## src/rtl/i2c_reg_master.sv

```systemverilog
// Bit-level I2C master issuing one START, {addr,W}, register, data, STOP write transaction.
// Every bus phase lasts one SCL quarter-period of QDIV sys_clk cycles; a NACK ends the write early.
module i2c_reg_master #(
    parameter int unsigned SYS_FREQ = 50_000_000,
    parameter int unsigned I2C_FREQ = 40_000
) (
    input  logic       sys_clk,
    input  logic       nres,
    input  logic [6:0] addr,
    input  logic [7:0] register,
    input  logic [7:0] data,
    input  logic       write,
    output logic       busy,
    output logic       done,
    output logic       nack,
    output logic       scl_drive_low,
    output logic       sda_drive_low,
    input  logic       sda_in
);

    localparam int unsigned QDIV = SYS_FREQ / (4 * I2C_FREQ);
    localparam int unsigned QW   = (QDIV < 1) ? 1 : $clog2(QDIV + 1);

    if (QDIV < 1) begin : g_qdiv_check
        $error("i2c_reg_master: SYS_FREQ/(4*I2C_FREQ) must be at least 1");
    end

    typedef enum logic [2:0] {
        StIdle,
        StStart,
        StBit,
        StAck,
        StStop,
        StDone
    } state_e;

    state_e          state_q, state_d;
    logic [QW-1:0]   qcnt_q, qcnt_d;
    logic [1:0]      phase_q, phase_d;
    logic [2:0]      bit_q, bit_d;
    logic [1:0]      byte_q, byte_d;
    logic            nack_q, nack_d;
    logic            scl_low_q, scl_low_d;
    logic            sda_low_q, sda_low_d;
    logic [1:0]      sda_sync_q;
    logic [6:0]      addr_q;
    logic [7:0]      register_q;
    logic [7:0]      data_q;
    logic [7:0]      tx_byte;
    logic            qend;
    logic            accept;

    assign qend   = (qcnt_q == QW'(QDIV - 1));
    assign accept = (state_q == StIdle) && write;

    always_comb begin
        state_d = state_q;
        qcnt_d  = qcnt_q;
        phase_d = phase_q;
        bit_d   = bit_q;
        byte_d  = byte_q;
        nack_d  = nack_q;

        if (state_q != StIdle && state_q != StDone) begin
            qcnt_d = qend ? '0 : qcnt_q + QW'(1);
        end

        unique case (state_q)
            StIdle: begin
                if (write) begin
                    state_d = StStart;
                    qcnt_d  = '0;
                    phase_d = 2'd0;
                    nack_d  = 1'b0;
                end
            end
            StStart: begin
                if (qend) begin
                    if (phase_q == 2'd1) begin
                        state_d = StBit;
                        phase_d = 2'd0;
                        bit_d   = 3'd7;
                        byte_d  = 2'd0;
                    end else begin
                        phase_d = phase_q + 2'd1;
                    end
                end
            end
            StBit: begin
                if (qend) begin
                    phase_d = phase_q + 2'd1;
                    if (phase_q == 2'd3) begin
                        if (bit_q == 3'd0) begin
                            state_d = StAck;
                        end else begin
                            bit_d = bit_q - 3'd1;
                        end
                    end
                end
            end
            StAck: begin
                if (qend) begin
                    phase_d = phase_q + 2'd1;
                    // Slave answer is taken on the last cycle of the second SCL-high quarter.
                    if (phase_q == 2'd2 && sda_sync_q[1]) begin
                        nack_d = 1'b1;
                    end
                    if (phase_q == 2'd3) begin
                        if (nack_q || byte_q == 2'd2) begin
                            state_d = StStop;
                        end else begin
                            state_d = StBit;
                            byte_d  = byte_q + 2'd1;
                            bit_d   = 3'd7;
                        end
                    end
                end
            end
            StStop: begin
                if (qend) begin
                    phase_d = phase_q + 2'd1;
                    if (phase_q == 2'd3) begin
                        state_d = StDone;
                    end
                end
            end
            StDone: begin
                state_d = StIdle;
            end
            default: begin
                state_d = StIdle;
            end
        endcase
    end

    always_comb begin
        unique case (byte_d)
            2'd0:    tx_byte = {addr_q, 1'b0};
            2'd1:    tx_byte = register_q;
            default: tx_byte = data_q;
        endcase
    end

    // Line drives are registered from the next state so they change glitch-free with the phase.
    always_comb begin
        scl_low_d = 1'b0;
        sda_low_d = 1'b0;
        unique case (state_d)
            StStart: begin
                sda_low_d = 1'b1;
                scl_low_d = (phase_d == 2'd1);
            end
            StBit: begin
                scl_low_d = (phase_d == 2'd0) || (phase_d == 2'd3);
                sda_low_d = ~tx_byte[bit_d];
            end
            StAck: begin
                scl_low_d = (phase_d == 2'd0) || (phase_d == 2'd3);
            end
            StStop: begin
                scl_low_d = (phase_d == 2'd0);
                sda_low_d = (phase_d == 2'd0) || (phase_d == 2'd1);
            end
            default: begin
                scl_low_d = 1'b0;
                sda_low_d = 1'b0;
            end
        endcase
    end

    always_ff @(posedge sys_clk or negedge nres) begin
        if (!nres) begin
            state_q    <= StIdle;
            qcnt_q     <= '0;
            phase_q    <= 2'd0;
            bit_q      <= 3'd0;
            byte_q     <= 2'd0;
            nack_q     <= 1'b0;
            scl_low_q  <= 1'b0;
            sda_low_q  <= 1'b0;
            sda_sync_q <= 2'b11;
        end else begin
            state_q    <= state_d;
            qcnt_q     <= qcnt_d;
            phase_q    <= phase_d;
            bit_q      <= bit_d;
            byte_q     <= byte_d;
            nack_q     <= nack_d;
            scl_low_q  <= scl_low_d;
            sda_low_q  <= sda_low_d;
            sda_sync_q <= {sda_sync_q[0], sda_in};
        end
    end

    always_ff @(posedge sys_clk or negedge nres) begin
        if (!nres) begin
            addr_q     <= '0;
            register_q <= '0;
            data_q     <= '0;
        end else if (accept) begin
            addr_q     <= addr;
            register_q <= register;
            data_q     <= data;
        end
    end

    assign busy          = (state_q != StIdle);
    assign done          = (state_q == StDone);
    assign nack          = nack_q;
    assign scl_drive_low = scl_low_q;
    assign sda_drive_low = sda_low_q;

endmodule
```

## config.mk

```make
export PLATFORM = sky130hd
export DESIGN_NAME = i2c_reg_master
export DESIGN_NICKNAME = d
export VERILOG_FILES = /design/src/rtl/i2c_reg_master.sv
export SDC_FILE = /design/constraint.sdc
export NUM_CORES = 1
export LEC_CHECK = 0
export CAP_MARGIN = 20
export CORE_ASPECT_RATIO = 0.5
export CORE_MARGIN = 4
export CORE_UTILIZATION = 60
export DETAILED_ROUTE_END_ITERATION = 10
export GPL_TIMING_DRIVEN = 0
export PLACE_DENSITY = 0.87
export SYNTH_ARGS = -nofsm -noshare
export SYNTH_HDL_FRONTEND = slang
export SYNTH_SLANG_ARGS = --single-unit
```

## constraint.sdc

```tcl
create_clock -name sys_clk -period 5.6 [get_ports sys_clk]
set_input_delay 1.4 -clock sys_clk [delete_from_list [all_inputs] [get_ports sys_clk]]
set_output_delay 1.4 -clock sys_clk [all_outputs]
set_load 0.005 [all_outputs]
```

# --- Word-level counts from Yosys, hierarchy flattened ---
# Cells that the tools add are included.
classes:
  add_sub_neg: 4
  magnitude_cmp: 1
  n_eq_ne: 21
  n_mux: 45
  bitwise: 1
  n_reduce_logical: 15
ops:
  columns: ["cell", "count"]
  rows:
  - ["two-way mux 3 bit", 19]
  - ["two-way mux 9 bit", 4]
  - ["two-way mux 2 bit", 9]
  - ["one-hot mux 8 bit (2 select lines)", 1]
  - ["one-hot mux 3 bit (5 select lines)", 1]
  - ["== test 3 x 2 -> 1 bit (second input constant)", 4]
  - ["adder 9 x 1 -> 9 bit (second input constant)", 1]
  - ["== test 3 bit (second input constant)", 3]
  - ["== test 9 bit (second input constant)", 1]
  - ["one-hot mux 3 bit (3 select lines)", 1]
  - ["== test 2 bit (second input constant)", 4]
  - ["== test 2 x 1 -> 1 bit (second input constant)", 3]
  - ["== test 3 x 1 -> 1 bit (second input constant)", 2]
  - ["zero test 3 bit", 2]
  - ["inequality test 2 bit (second input constant)", 3]
  - ["one-hot mux 1 bit (3 select lines)", 2]
  - ["one-hot mux 2 bit (3 select lines)", 1]
  - ["adder 2 x 1 -> 2 bit (second input constant)", 2]
  - ["zero test 2 bit", 2]
  - ["less-than comparator 3 x 4 -> 1 bit (second input constant)", 1]
  - ["two-way mux 1 bit", 4]
  - ["one-hot mux 2 bit (2 select lines)", 1]
  - ["AND reduction 4 bit", 1]
  - ["binary-select mux 1 bit (select 3 bit)", 1]
  - ["other kinds (10)", 14]
word_totals:
  ff_bits: 47

# --- Longest topological paths before layout ---
# Gate-level depths: netlist of run 1.
logic_depth:
  word_depth: 12
  depth_mapped: 11
  depth_no_buf: 11

# --- Least setup slack after synthesis of run 1 ---
# OpenSTA, ideal clock, no wires.
synth_timing:
  kind: "reg2reg"
  startpoint: "register qcnt_q[6]"
  endpoint: "register scl_low_q (netlist: scl_drive_low)"
  arrival_time_ps: 2627
  slack_ps: 2852
  stages_incl_launch_ff: 10
  path_buffers: 0
  synth_period_minus_slack_ps: 2748
  cell_sequence: "dfrtp_1 > or4bb_2 > nor2_1 > a21oi_1 > o22ai_1 > o21ai_0 > a221oi_1 > ha_1 > a22oi_1 > nand2_1"
synth_via:
  elab_chain_cells: 6
synth_lines:
  columns: ["item", "line", "text"]
  rows:
  - ["start, declared", "38", "logic [QW-1:0] qcnt_q, qcnt_d;"]
  - ["start signal, assigned", "184", "qcnt_q <= qcnt_d;"]
  - ["== test 9 bit *", "53", "assign qend = (qcnt_q == QW'(QDIV - 1));"]
  - ["two-way mux 3 bit (tied with other cells)", "120", "if (qend) begin"]
  - ["one-hot mux 3 bit (5 select lines) / one-hot mux 2 bit (3 select lines) (equally long branches)", "68", "unique case (state_q)"]
  - ["== test 3 x 2 -> 1 bit (tied with other cells)", "148", "unique case (state_d)"]
  - ["OR reduction 2 bit (no source line) / logical OR 1 bit (equally long branches)", null, null]
  - ["one-hot mux 1 bit (3 select lines) *", "148", null]
  - ["named net scl_low_d", "43", "logic scl_low_q, scl_low_d;"]
  - ["end signal, assigned", "189", "scl_low_q <= scl_low_d;"]
  - ["end, declared", "43", null]
# Mark *: on every way through the listed nets, which the timed path passes. The rest lies on a longest branch.
# A chain may end at the register's enable or synchronous reset.

# --- Worst setup path in the final report of run 1 ---
layout_timing:
  startpoint: "register state_q[1]"
  endpoint: "output busy"
layout_via:
  elab_chain_cells: 1
layout_lines:
  columns: ["item", "line", "text"]
  rows:
  - ["start, declared", "37", "state_e state_q, state_d;"]
  - ["start signal, assigned", "173", "state_q <= StIdle;"]
  - ["start signal, assigned", "183", "state_q <= state_d;"]
  - ["nonzero test 3 bit", "207", "assign busy = (state_q != StIdle);"]
  - ["end, declared", "13", "output logic busy,"]
# Every way passes these cells.

==> results of run 1 <==
[worst paths after layout]
kind	to	cells past startpoint	slack [ps]
min	sda_sync_q[1]$_DFF_PN1_	0	360
min in group asynchronous	state_q[2]$_DFF_PN0_	1	940
max in group asynchronous	register_q[0]$_DFFE_PN0P_	2	4210
max reg2reg	scl_drive_low$_DFF_PN0_	9	2340
min reg2reg	sda_sync_q[1]$_DFF_PN1_	0	360
max	busy	5	1900
[cell usage in the layout (no fill, tap or decap), drive strengths merged, types with 3 or more instances in the layout]
cell,n
nand4,6
nand2,19
nor3,4
o211ai,4
nor2,22
mux2i,7
mux2,27
ha,9
o21ai,9
a31oi,3
nand3,9
nor2b,3
clkdlybuf4s50,30
a311oi,3
a21oi,11
dfrtp,45
buf,6
clkbuf,13
inv,18
xor2,5
o22ai,4
or3,3
[synth_stat cells (4+ instances only)]
library cell,number,area (sq um)
dfrtp_1,45,1130
mux2_2,25,282
nor2_1,22,82.6
nand2_1,19,71.3
inv_1,16,60.1
a21oi_1,11,55.1
ha_1,9,113
nand3_1,8,40.0
o21ai_0,8,40.0
clkbuf_1,7,26.3
mux2i_1,7,70.1
nand4_1,6,37.5
xor2_1,5,43.8
o211ai_1,4,30.0
o22ai_1,4,25.0
[routing by layer]
metal  GRT usage  wire length, um
met3      0.0626              440
met1       0.342             2810
met2       0.394             3070
met4      0.0627              157
met5           0                0
[flip-flops by register name (all words and copies together) (netlist names)]
signal and flops:
addr_q 7, bit_q 3, byte_q 2, data_q 8, nack 1, phase_q 2
qcnt_q 9, register_q 8, scl_drive_low 1, sda_drive_low 1, sda_sync_q 2, state_q 3
[layout make-up]
| type | count | area (sq um) | area share |
|---|---|---|---|
| buffer | 11 | 57.6 | 0.0179 |
| clock inverter | 2 | 16.3 | 0.00506 |
| sequential | 47 | 1180 | 0.366 |
| inverter | 17 | 66.3 | 0.0206 |
| timing repair buffer | 32 | 325 | 0.101 |
| multi-input combinational | 190 | 1430 | 0.444 |
| clock buffer | 6 | 72.6 | 0.0226 |
| tap | 57 | 71.3 | 0.0222 |
[kinds of logic after synthesis]
| logic type | share of synthesized area |
|---|---|
| and+or+nand+nor | 0.170 |
| AOI/OAI and AO/OA | 0.151 |
| DFF | 0.432 |
| muxes | 0.138 |
| buffers and inverters | 0.0454 |
| adders and majority gates | 0.0412 |
| xor gates and xnor gates | 0.0224 |
[power groups by stage]
stage / Clock [W] / Sequential (W) / Combinational (W)
floorplan: 0 / 0.000551 / 0.000306
global placement: 0 / 0.000568 / 0.000399
detailed placement: 0 / 0.000581 / 0.000418
CTS: 0.000215 / 0.000578 / 0.000424
global route: 0.000233 / 0.000599 / 0.000471
finish: 0.000211 / 0.000581 / 0.000425
[per-stage QoR]
step | utilization | hold WS (ps) | worst slack (ps) | cells
floorplan | - | 345 | 2850 | 265
global route | 0.731 | 373 | 1780 | 362
finish | 0.731 | 360 | 1900 | 362
global placement | 0.707 | 347 | 1870 | 353
CTS | 0.731 | 362 | 1920 | 362
detailed placement | 0.710 | 349 | 2030 | 354
==> report_table.html, run 1 <==
<table>
<tr><th>Metric</th><th>Value</th></tr>
<tr><th colspan="2">Detailed routing</th></tr>
<tr><td>Number of DRC markers in iteration 0</td><td>186</td></tr>
<tr><td>Count of antenna-violating nets left after detailed routing</td><td>0</td></tr>
<tr><td>Detailed-route wire length per cell</td><td>17.9 um</td></tr>
<tr><td>First-pass DRT Iterations</td><td>5</td></tr>
<tr><td>Post-route DRC</td><td>0</td></tr>
<tr><td>Total via count after detailed routing</td><td>2239</td></tr>
<tr><td>Post-detailed-routing wire length</td><td>6470 um</td></tr>
<tr><td>Routed vias/inst</td><td>6.19</td></tr>
<tr><th colspan="2">Pwr</th></tr>
<tr><td>Peak supply drop</td><td>0.269 mV</td></tr>
<tr><td>Total leakage power</td><td>1.39 nW</td></tr>
<tr><td>Switching share of total power</td><td>0.357</td></tr>
<tr><td>Share of power burned in combinational logic</td><td>0.349</td></tr>
<tr><td>Pwr per Cell Area</td><td>378 nW/um^2</td></tr>
<tr><td>Clock share of power</td><td>0.174</td></tr>
<tr><td>Overall power after layout</td><td>0.00122 W</td></tr>
<tr><td>Net switching power</td><td>0.000434 W</td></tr>
<tr><td>Fraction of power consumed by sequential logic</td><td>0.477</td></tr>
<tr><td>Design internal power</td><td>0.000783 W</td></tr>
<tr><th colspan="2">Clock network</th></tr>
<tr><td>Clock latency of the later-clocked register in the worst-skew pair</td><td>310 ps</td></tr>
<tr><td>CTS tree</td><td>built</td></tr>
<tr><td>TritonCTS buffer count</td><td>5</td></tr>
<tr><td>Setup bufs post-CTS</td><td>0</td></tr>
<tr><td>Number of buffers on the longest clock path</td><td>2</td></tr>
<tr><td>Hold Buf Count CTS</td><td>0</td></tr>
<tr><td>Clock root cell</td><td>clkbuf_8</td></tr>
<tr><td>Number of H-tree branching levels</td><td>2</td></tr>
<tr><td>Clock slew seen by the registers of the worst setup and hold paths</td><td>90 ps</td></tr>
<tr><td>Number of clock sinks seen by CTS</td><td>47</td></tr>
<tr><td>Cts repair resizes</td><td>0</td></tr>
<tr><th colspan="2">Timing</th></tr>
<tr><td>Setup violators final</td><td>0</td></tr>
<tr><td>Final Skew</td><td>3.75 ps</td></tr>
<tr><td>Final Hold Fails</td><td>0</td></tr>
<tr><td>Unrepaired setup endpoints after global routing</td><td>false</td></tr>
<tr><td>Slew headroom</td><td>0.384</td></tr>
<tr><td>Fraction of the cycle the final worst path needs</td><td>0.661</td></tr>
<tr><td>Min Clock Period, post-route</td><td>3700 ps</td></tr>
<tr><td>Max-slew violation count</td><td>0</td></tr>
<tr><td>Slew at the pin with the worst max-slew slack</td><td>901 ps</td></tr>
<tr><td>Total negative slack for setup checks</td><td>0 ps</td></tr>
<tr><td>Achievable Freq</td><td>270 MHz</td></tr>
<tr><th colspan="2">Synthesis</th></tr>
<tr><td>Number of nets in the synthesized netlist</td><td>301</td></tr>
<tr><td>Post-synthesis cell type count</td><td>64</td></tr>
<tr><td>YS warnings</td><td>0</td></tr>
<tr><td>Top_reg_cell synth</td><td>dfrtp_1</td></tr>
<tr><td>Share of synthesized flip-flops with an asynchronous set or reset</td><td>1.00</td></tr>
<tr><td>FF+latch count, synth</td><td>47</td></tr>
<tr><td>Part of the Yosys area used for sequential elements</td><td>0.432</td></tr>
<tr><td>Post-synthesis instance total</td><td>265</td></tr>
<tr><td>Netlist area before placement</td><td>2730 sq um</td></tr>
<tr><td>Mean instance size in the synthesized netlist</td><td>10.3 sq um</td></tr>
<tr><td>Post-synth EDFFs</td><td>0</td></tr>
<tr><th colspan="2">Critical path</th></tr>
<tr><td>Critical-path cell list</td><td>clkbuf_1, buf_1, nor3_1, inv_1, clkdlybuf4s50_1</td></tr>
<tr><td>Category of the worst setup path launch point</td><td>flip-flop</td></tr>
<tr><td>Required time reported for the critical path endpoint</td><td>4200 ps</td></tr>
<tr><td>Cell at the slowest stage of the critical path</td><td>clkdlybuf4s50_1</td></tr>
<tr><td>Maximum fanout along the worst path</td><td>10</td></tr>
<tr><td>Data arrival time of the worst path</td><td>2300 ps</td></tr>
<tr><td>Worst Setup End Kind</td><td>output port</td></tr>
<tr><td>Startpoint of the most critical setup path</td><td>state_q[1]$_DFF_PN0_</td></tr>
<tr><td>Setup Crit Path Kind</td><td>flip-flop to output port</td></tr>
<tr><td>Peak per-stage delay on the critical path</td><td>530 ps</td></tr>
<tr><td>Worst reg2reg path startpoint</td><td>qcnt_q[6]$_DFF_PN0_</td></tr>
<tr><td>Family with the most delay on the worst path</td><td>buffers and inverters</td></tr>
<tr><td>Number of buffers and inverters on the critical path</td><td>4</td></tr>
<tr><th colspan="2">Die</th></tr>
<tr><td>I/O Pins</td><td>32</td></tr>
<tr><td>Die Y</td><td>55.7 um</td></tr>
<tr><td>Number of placement rows</td><td>17</td></tr>
<tr><td>Die W</td><td>103 um</td></tr>
<tr><td>Initial core utilization</td><td>0.620</td></tr>
<tr><td>Core region area</td><td>4400 sq um</td></tr>
<tr><td>Die area</td><td>5760 sq um</td></tr>
<tr><th colspan="2">GRT</th></tr>
<tr><td>Number of antenna violations at the first check in global routing</td><td>0</td></tr>
<tr><td>Remaining global-route overflow</td><td>0</td></tr>
<tr><td>First-pass GRT wire length</td><td>11100 um</td></tr>
<tr><td>Number of global-route vias before repair</td><td>2276</td></tr>
<tr><td>Largest net degree at the start of global routing</td><td>40</td></tr>
<tr><td>Total routing resource utilization after global routing</td><td>0.249</td></tr>
<tr><th colspan="2">Layout</th></tr>
<tr><td>Synthesis-to-finish area growth</td><td>17.8%</td></tr>
<tr><td>Antenna Diode Count</td><td>0</td></tr>
<tr><td>Post-route cell area</td><td>3220 sq um</td></tr>
<tr><td>Fraction of layout instances using a drive strength above 1</td><td>0.167</td></tr>
<tr><td>Nets</td><td>340</td></tr>
<tr><td>Filler instances</td><td>320</td></tr>
<tr><th colspan="2">Placement</th></tr>
<tr><td>DP HPWL</td><td>4860 um</td></tr>
<tr><td>Global placer's final weighted congestion</td><td>0.893</td></tr>
<tr><td>Count of buffers inserted at the top-level ports</td><td>31</td></tr>
<tr><td>Placed Area</td><td>3130 sq um</td></tr>
<tr><th colspan="2">Flow run</th></tr>
<tr><td>Max-capacitance violation count</td><td>0</td></tr>
<tr><th colspan="2">Worst hold path</th></tr>
<tr><td>Startpoint of the tightest hold check path</td><td>sda_sync_q[0]$_DFF_PN1_</td></tr>
<tr><td>HP Class</td><td>flip-flop to flip-flop</td></tr>
<tr><th colspan="2">Run status</th></tr>
<tr><td>Result of the run</td><td>finished clean</td></tr>
</table>
(Power assumes the default switching activity.)
==> run 2: changes to the inputs <==
- CORE_UTILIZATION: 60 -> 56
- PLACE_DENSITY: 0.87 -> 0.82
- clock period: 5.6 -> 3.82 ns (I/O delays scaled with it)
==> run 2 against run 1 <==
Flip-flop and latch count is the same. Clock power grew 48%. Critical path depth grew 4. Sequential power grew 46%. Total power grew 46%. Global-route usage shrank 2.7 points. Clock skew grew 5.6 ps. Setup slack lost 1300 ps. Register-to-register slack lost 1800 ps. Highest routed layer unchanged.
==> report_table.html, run 2 (synthesized netlist as in run 1, its figures left out) <==
<table>
<tr><th>Metric</th><th>Value</th></tr>
<tr><th colspan="2">Clock network</th></tr>
<tr><td>Hold Buf Count CTS</td><td>0</td></tr>
<tr><td>Clock slew seen by the registers of the worst setup and hold paths</td><td>90 ps</td></tr>
<tr><td>Clock root cell</td><td>clkbuf_8</td></tr>
<tr><td>Setup bufs post-CTS</td><td>0</td></tr>
<tr><td>Clock latency of the later-clocked register in the worst-skew pair</td><td>310 ps</td></tr>
<tr><td>Cts repair resizes</td><td>0</td></tr>
<tr><td>Number of H-tree branching levels</td><td>2</td></tr>
<tr><td>Number of buffers on the longest clock path</td><td>2</td></tr>
<tr><td>Number of clock sinks seen by CTS</td><td>47</td></tr>
<tr><td>CTS tree</td><td>built</td></tr>
<tr><td>TritonCTS buffer count</td><td>5</td></tr>
<tr><th colspan="2">Die</th></tr>
<tr><td>Die area</td><td>6130 sq um</td></tr>
<tr><td>Number of placement rows</td><td>17</td></tr>
<tr><td>Die Y</td><td>57.4 um</td></tr>
<tr><td>Die W</td><td>107 um</td></tr>
<tr><td>Initial core utilization</td><td>0.600</td></tr>
<tr><td>Core region area</td><td>4550 sq um</td></tr>
<tr><td>I/O Pins</td><td>32</td></tr>
<tr><th colspan="2">Timing</th></tr>
<tr><td>Slew at the pin with the worst max-slew slack</td><td>866 ps</td></tr>
<tr><td>Final Skew</td><td>9.33 ps</td></tr>
<tr><td>Slew headroom</td><td>0.408</td></tr>
<tr><td>Slack of the critical path</td><td>566 ps</td></tr>
<tr><td>Final Hold Fails</td><td>0</td></tr>
<tr><td>Min Clock Period, post-route</td><td>3250 ps</td></tr>
<tr><td>Setup violators final</td><td>0</td></tr>
<tr><td>Total negative slack for setup checks</td><td>0 ps</td></tr>
<tr><td>Max-slew violation count</td><td>0</td></tr>
<tr><td>Fraction of the cycle the final worst path needs</td><td>0.852</td></tr>
<tr><td>Achievable Freq</td><td>307 MHz</td></tr>
<tr><td>Unrepaired setup endpoints after global routing</td><td>false</td></tr>
<tr><th colspan="2">Detailed routing</th></tr>
<tr><td>Count of antenna-violating nets left after detailed routing</td><td>0</td></tr>
<tr><td>Detailed-route wire length per cell</td><td>17.1 um</td></tr>
<tr><td>Routed vias/inst</td><td>6.00</td></tr>
<tr><td>First-pass DRT Iterations</td><td>4</td></tr>
<tr><td>Post-route DRC</td><td>0</td></tr>
<tr><td>Total via count after detailed routing</td><td>2225</td></tr>
<tr><td>Number of DRC markers in iteration 0</td><td>157</td></tr>
<tr><td>Post-detailed-routing wire length</td><td>6350 um</td></tr>
<tr><th colspan="2">GRT</th></tr>
<tr><td>Number of global-route vias before repair</td><td>2269</td></tr>
<tr><td>Total routing resource utilization after global routing</td><td>0.222</td></tr>
<tr><td>First-pass GRT wire length</td><td>10800 um</td></tr>
<tr><td>Largest net degree at the start of global routing</td><td>29</td></tr>
<tr><td>Remaining global-route overflow</td><td>0</td></tr>
<tr><td>Number of antenna violations at the first check in global routing</td><td>0</td></tr>
<tr><th colspan="2">Placement</th></tr>
<tr><td>Placed cell count</td><td>363</td></tr>
<tr><td>Count of buffers inserted at the top-level ports</td><td>31</td></tr>
<tr><td>Global placer's final weighted congestion</td><td>0.944</td></tr>
<tr><td>DP HPWL</td><td>4890 um</td></tr>
<tr><td>Worst setup slack after placement</td><td>606 ps</td></tr>
<tr><th colspan="2">Layout</th></tr>
<tr><td>Count of placed standard cells in the final layout, fillers left out</td><td>371</td></tr>
<tr><td>Nets</td><td>340</td></tr>
<tr><td>Commonest non-fill, non-tap cells in the layout</td><td>dfrtp_1 (45), clkdlybuf4s50_1 (30), mux2_2 (25)</td></tr>
<tr><td>Number of flip-flops under the largest register name</td><td>9</td></tr>
<tr><td>Filler instances</td><td>348</td></tr>
<tr><td>Biggest register</td><td>qcnt_q</td></tr>
<tr><td>Leading cell type in the layout, fill and taps excluded</td><td>dfrtp_1</td></tr>
<tr><td>Synthesis-to-finish area growth</td><td>18.3%</td></tr>
<tr><td>Fraction of layout instances using a drive strength above 1</td><td>0.170</td></tr>
<tr><td>Antenna Diode Count</td><td>0</td></tr>
<tr><td>Registers with the highest flip-flop counts</td><td>qcnt_q (9), data_q (8), register_q (8)</td></tr>
<tr><td>Area of the multi-input gates</td><td>1430 sq um</td></tr>
<tr><td>Utilization after layout</td><td>0.710</td></tr>
<tr><td>Register area</td><td>1180 sq um</td></tr>
<tr><th colspan="2">Flow run</th></tr>
<tr><td>Max-capacitance violation count</td><td>0</td></tr>
<tr><th colspan="2">Critical path</th></tr>
<tr><td>Slack of the worst reg-to-reg path</td><td>570 ps</td></tr>
<tr><td>Maximum fanout along the worst path</td><td>5</td></tr>
<tr><td>Peak per-stage delay on the critical path</td><td>690 ps</td></tr>
<tr><td>Cell at the slowest stage of the critical path</td><td>or4bb_2</td></tr>
<tr><td>Required time reported for the critical path endpoint</td><td>4020 ps</td></tr>
<tr><td>Critical-path cell list</td><td>or4bb_2, nor2_1, a21oi_1, o22ai_1, o21ai_0, a221oi_1, ha_1, a22oi_1, nand2_1</td></tr>
<tr><td>Data arrival time of the worst path</td><td>3450 ps</td></tr>
<tr><td>Setup Crit Path Kind</td><td>flip-flop to flip-flop</td></tr>
<tr><td>Worst Setup End Kind</td><td>flip-flop</td></tr>
<tr><td>Category of the worst setup path launch point</td><td>flip-flop</td></tr>
<tr><th colspan="2">Worst hold path</th></tr>
<tr><td>HP Class</td><td>flip-flop to flip-flop</td></tr>
<tr><th colspan="2">Pwr</th></tr>
<tr><td>Peak supply drop</td><td>0.327 mV</td></tr>
<tr><td>Pwr per Cell Area</td><td>551 nW/um^2</td></tr>
<tr><td>Total leakage power</td><td>1.40 nW</td></tr>
<tr><td>Overall power after layout</td><td>0.00178 W</td></tr>
<tr><th colspan="2">Run status</th></tr>
<tr><td>Result of the run</td><td>finished clean</td></tr>
</table>
==> run 2: changes by cell type in the layout (fill, tap and decap cells not counted) <==
| cell | delta |
|---|---|
| clkinvlp_4 | -1 |
| clkinv_2 | +1 |
| inv_6 | +1 |
| clkbuf_1 | -1 |
==> run 2: path summary, 6_finish.rpt <==
| kind | from | to | depth (start not counted) |
|---|---|---|---|
| setup / recovery | qcnt_q[6]$_DFF_PN0_ | scl_drive_low$_DFF_PN0_ | 9 |
| hold / removal | sda_sync_q[0]$_DFF_PN1_ | sda_sync_q[1]$_DFF_PN1_ | 0 |
| setup reg to reg | qcnt_q[6]$_DFF_PN0_ | scl_drive_low$_DFF_PN0_ | 9 |
| hold reg to reg | sda_sync_q[0]$_DFF_PN1_ | sda_sync_q[1]$_DFF_PN1_ | 0 |
| max in group asynchronous | nres | sda_sync_q[1]$_DFF_PN1_ | 2 |
| min in group asynchronous | nres | addr_q[5]$_DFFE_PN0P_ | 1 |
==> run 2: layer usage <==
metal / track usage / wire length, um
met1: 0.295 / 2750
met2: 0.372 / 2960
met3: 0.0452 / 545
met4: 0.0692 / 97
met5: 0 / 0
==> run 2: power by group <==
group | switching (W) | leakage [nW] | internal [W]
logic | 0.000295 | 0.762 | 0.000322
registers | 0.000157 | 0.587 | 0.000694
clock network | 0.000179 | 0.0489 | 0.000132
==> run 2: worst max-delay path: cells and delay by family, from the launching register on <==
kind,cells,cell delay [ps]
fa+ha+maj,1,340
compound gates,5,1240
flops,1,440
simple gates,3,1140
==> run 2: cell type report <==
type,instances,share of cell area
buffer,11,0.0178
clock buffer,5,0.0213
clock inverter,3,0.00697
inverter,17,0.0205
multi-input combinational,190,0.442
sequential,47,0.365
tap,66,0.0256
timing repair buffer,32,0.101
==> run 2: through the flow <==
step	hold WS (ps)	cell area (sq um)
final	360	3230
after global routing	367	3230
after CTS	363	3230
after detailed placement	350	3140
after global placement	345	3120
after floorplan	345	2730
==> run 3: changes to the inputs <==
- CORE_ASPECT_RATIO: 0.5 -> not set
==> run 3 against run 2 <==
Sequential power shrank 0.7%. Flip-flop and latch count did not move. Combinational power fell by 1%. Clock-buffer cell count rose by 2. Register-to-register slack improved by 70 ps. Largest cell class unchanged.
==> report_table.html, run 3 (synthesized netlist as in run 1, its figures left out) <==
<table>
<tr><th>Metric</th><th>Value</th></tr>
<tr><th colspan="2">Run status</th></tr>
<tr><td>Result of the run</td><td>finished clean</td></tr>
<tr><th colspan="2">Clock network</th></tr>
<tr><td>Clock latency of the later-clocked register in the worst-skew pair</td><td>300 ps</td></tr>
<tr><td>Number of buffers on the longest clock path</td><td>2</td></tr>
<tr><td>Number of clock sinks seen by CTS</td><td>47</td></tr>
<tr><td>Hold Buf Count CTS</td><td>0</td></tr>
<tr><td>Setup bufs post-CTS</td><td>0</td></tr>
<tr><td>Clock slew seen by the registers of the worst setup and hold paths</td><td>90 ps</td></tr>
<tr><td>Number of H-tree branching levels</td><td>2</td></tr>
<tr><td>Cts repair resizes</td><td>0</td></tr>
<tr><td>Clock root cell</td><td>clkbuf_8</td></tr>
<tr><td>TritonCTS buffer count</td><td>5</td></tr>
<tr><td>CTS tree</td><td>built</td></tr>
<tr><th colspan="2">Timing</th></tr>
<tr><td>Final Skew</td><td>4.07 ps</td></tr>
<tr><td>Slew at the pin with the worst max-slew slack</td><td>837 ps</td></tr>
<tr><td>Unrepaired setup endpoints after global routing</td><td>false</td></tr>
<tr><td>Final worst hold slack</td><td>363 ps</td></tr>
<tr><td>Max-slew violation count</td><td>0</td></tr>
<tr><td>Achievable Freq</td><td>307 MHz</td></tr>
<tr><td>Min Clock Period, post-route</td><td>3250 ps</td></tr>
<tr><td>Total negative slack for setup checks</td><td>0 ps</td></tr>
<tr><td>Slew headroom</td><td>0.427</td></tr>
<tr><td>Fraction of the cycle the final worst path needs</td><td>0.852</td></tr>
<tr><td>Setup violators final</td><td>0</td></tr>
<tr><td>Final Hold Fails</td><td>0</td></tr>
<tr><th colspan="2">Critical path</th></tr>
<tr><td>Setup Crit Path Kind</td><td>flip-flop to output port</td></tr>
<tr><td>Data arrival time of the worst path</td><td>2300 ps</td></tr>
<tr><td>Startpoint of the most critical setup path</td><td>state_q[1]$_DFF_PN0_</td></tr>
<tr><td>Worst Setup End Kind</td><td>output port</td></tr>
<tr><td>Required time reported for the critical path endpoint</td><td>2860 ps</td></tr>
<tr><td>Worst reg2reg path startpoint</td><td>qcnt_q[6]$_DFF_PN0_</td></tr>
<tr><td>Category of the worst setup path launch point</td><td>flip-flop</td></tr>
<tr><td>Maximum fanout along the worst path</td><td>10</td></tr>
<tr><th colspan="2">Pwr</th></tr>
<tr><td>Share of power burned in combinational logic</td><td>0.349</td></tr>
<tr><td>Total leakage power</td><td>1.39 nW</td></tr>
<tr><td>Pwr per Cell Area</td><td>543 nW/um^2</td></tr>
<tr><td>Switching share of total power</td><td>0.345</td></tr>
<tr><td>Design internal power</td><td>0.00115 W</td></tr>
<tr><td>Clock share of power</td><td>0.169</td></tr>
<tr><td>Overall power after layout</td><td>0.00175 W</td></tr>
<tr><td>Peak supply drop</td><td>0.347 mV</td></tr>
<tr><td>Net switching power</td><td>0.000604 W</td></tr>
<tr><td>Fraction of power consumed by sequential logic</td><td>0.483</td></tr>
<tr><th colspan="2">Worst hold path</th></tr>
<tr><td>Startpoint of the tightest hold check path</td><td>sda_sync_q[0]$_DFF_PN1_</td></tr>
<tr><td>HP Class</td><td>flip-flop to flip-flop</td></tr>
<tr><th colspan="2">Placement</th></tr>
<tr><td>Placed cell count</td><td>364</td></tr>
<tr><td>DP HPWL</td><td>4540 um</td></tr>
<tr><td>Count of buffers inserted at the top-level ports</td><td>31</td></tr>
<tr><td>Global placer's final weighted congestion</td><td>0.916</td></tr>
<tr><th colspan="2">Die</th></tr>
<tr><td>Core region area</td><td>4720 sq um</td></tr>
<tr><td>Die W</td><td>77.8 um</td></tr>
<tr><td>Number of placement rows</td><td>25</td></tr>
<tr><td>Die Y</td><td>77.8 um</td></tr>
<tr><td>Initial core utilization</td><td>0.578</td></tr>
<tr><td>Die area</td><td>6060 sq um</td></tr>
<tr><td>I/O Pins</td><td>32</td></tr>
<tr><th colspan="2">GRT</th></tr>
<tr><td>Number of antenna violations at the first check in global routing</td><td>0</td></tr>
<tr><td>Total routing resource utilization after global routing</td><td>0.218</td></tr>
<tr><td>Number of global-route vias before repair</td><td>2318</td></tr>
<tr><td>Remaining global-route overflow</td><td>0</td></tr>
<tr><td>Largest net degree at the start of global routing</td><td>28</td></tr>
<tr><td>First-pass GRT wire length</td><td>10600 um</td></tr>
<tr><th colspan="2">Detailed routing</th></tr>
<tr><td>Number of DRC markers in iteration 0</td><td>267</td></tr>
<tr><td>Total via count after detailed routing</td><td>2173</td></tr>
<tr><td>Post-route DRC</td><td>0</td></tr>
<tr><td>First-pass DRT Iterations</td><td>4</td></tr>
<tr><td>Detailed-route wire length per cell</td><td>16.1 um</td></tr>
<tr><td>Count of antenna-violating nets left after detailed routing</td><td>0</td></tr>
<tr><td>Post-detailed-routing wire length</td><td>5990 um</td></tr>
<tr><td>Routed vias/inst</td><td>5.84</td></tr>
<tr><th colspan="2">Layout</th></tr>
<tr><td>Filler instances</td><td>347</td></tr>
<tr><td>Area of the multi-input gates</td><td>1430 sq um</td></tr>
<tr><td>Register area</td><td>1180 sq um</td></tr>
<tr><td>Fraction of layout instances using a drive strength above 1</td><td>0.164</td></tr>
<tr><td>Leading cell type in the layout, fill and taps excluded</td><td>dfrtp_1</td></tr>
<tr><td>Nets</td><td>340</td></tr>
<tr><td>Synthesis-to-finish area growth</td><td>18.0%</td></tr>
<tr><td>Count of placed standard cells in the final layout, fillers left out</td><td>372</td></tr>
<tr><td>Antenna Diode Count</td><td>0</td></tr>
<tr><td>Registers with the highest flip-flop counts</td><td>qcnt_q (9), data_q (8), register_q (8)</td></tr>
<tr><td>Number of flip-flops under the largest register name</td><td>9</td></tr>
<tr><td>Commonest non-fill, non-tap cells in the layout</td><td>dfrtp_1 (45), clkdlybuf4s50_1 (30), mux2_2 (25)</td></tr>
<tr><td>Biggest register</td><td>qcnt_q</td></tr>
<tr><th colspan="2">Flow run</th></tr>
<tr><td>Max-capacitance violation count</td><td>0</td></tr>
</table>
[run 3: cell types whose count changed in the layout (fill, tap and decap cells not counted), sizes merged]
cell	previous run	this run
clkbuf	12	14
inv	19	17
clkinv	1	0
clkinvlp	0	1
[run 3: final cells by class]
cell class,instances,share of cell area
Tap cell,67,0.0260
Buffer,11,0.0179
Clock buffer,7,0.0237
Sequential cell,47,0.366
Clock inverter,1,0.00233
Inverter,17,0.0206
Timing Repair Buffer,32,0.101
Multi-Input combinational cell,190,0.443
[run 3: final timing paths]
check                                                to  slack [ps]  depth (start not counted)
worst min-delay path            sda_sync_q[1]$_DFF_PN1_         360                          0
worst min register to register  sda_sync_q[1]$_DFF_PN1_         360                          0
max in group asynchronous          state_q[2]$_DFF_PN0_        2680                          2
worst max-delay path                               busy         570                          5
min in group asynchronous         addr_q[1]$_DFFE_PN0P_         620                          1
worst max register to register  scl_drive_low$_DFF_PN0_         640                          9
[run 3: power by group through the flow]
| stage | clock [W] | combinational [W] | sequential (W) |
|---|---|---|---|
| 2_1_floorplan | 0 | 0.000449 | 0.000808 |
| 3_3_place_gp | 0 | 0.000578 | 0.000841 |
| 3_5_place_dp | 0 | 0.000607 | 0.000852 |
| 4_1_cts | 0.000303 | 0.000613 | 0.000843 |
| 5_1_grt | 0.000326 | 0.000688 | 0.000878 |
| 6_report | 0.000295 | 0.000610 | 0.000845 |
[run 3: worst max-delay path: stages, from the launching register on]
cell and delay (ps):
dfrtp_1 400, clkbuf_1 360, buf_1 420, nor3_1 140
inv_1 160, clkdlybuf4s50_1 520
[run 3: layer usage]
layer | share of wire | global-route usage | wire length [um]
met4 | 0.021 | 0.0890 | 125
met2 | 0.49 | 0.373 | 2960
met3 | 0.052 | 0.0336 | 311
met1 | 0.43 | 0.274 | 2590
met5 | 0 | 0 | 0
[run 3: per-stage QoR]
stage,area (sq um),setup WS [ps],util
after floorplan,2730,1070,-
after global placement,3130,529,0.662
after detailed placement,3140,681,0.665
after CTS,3220,597,0.683
after global routing,3220,357,0.683
final,3220,566,0.683
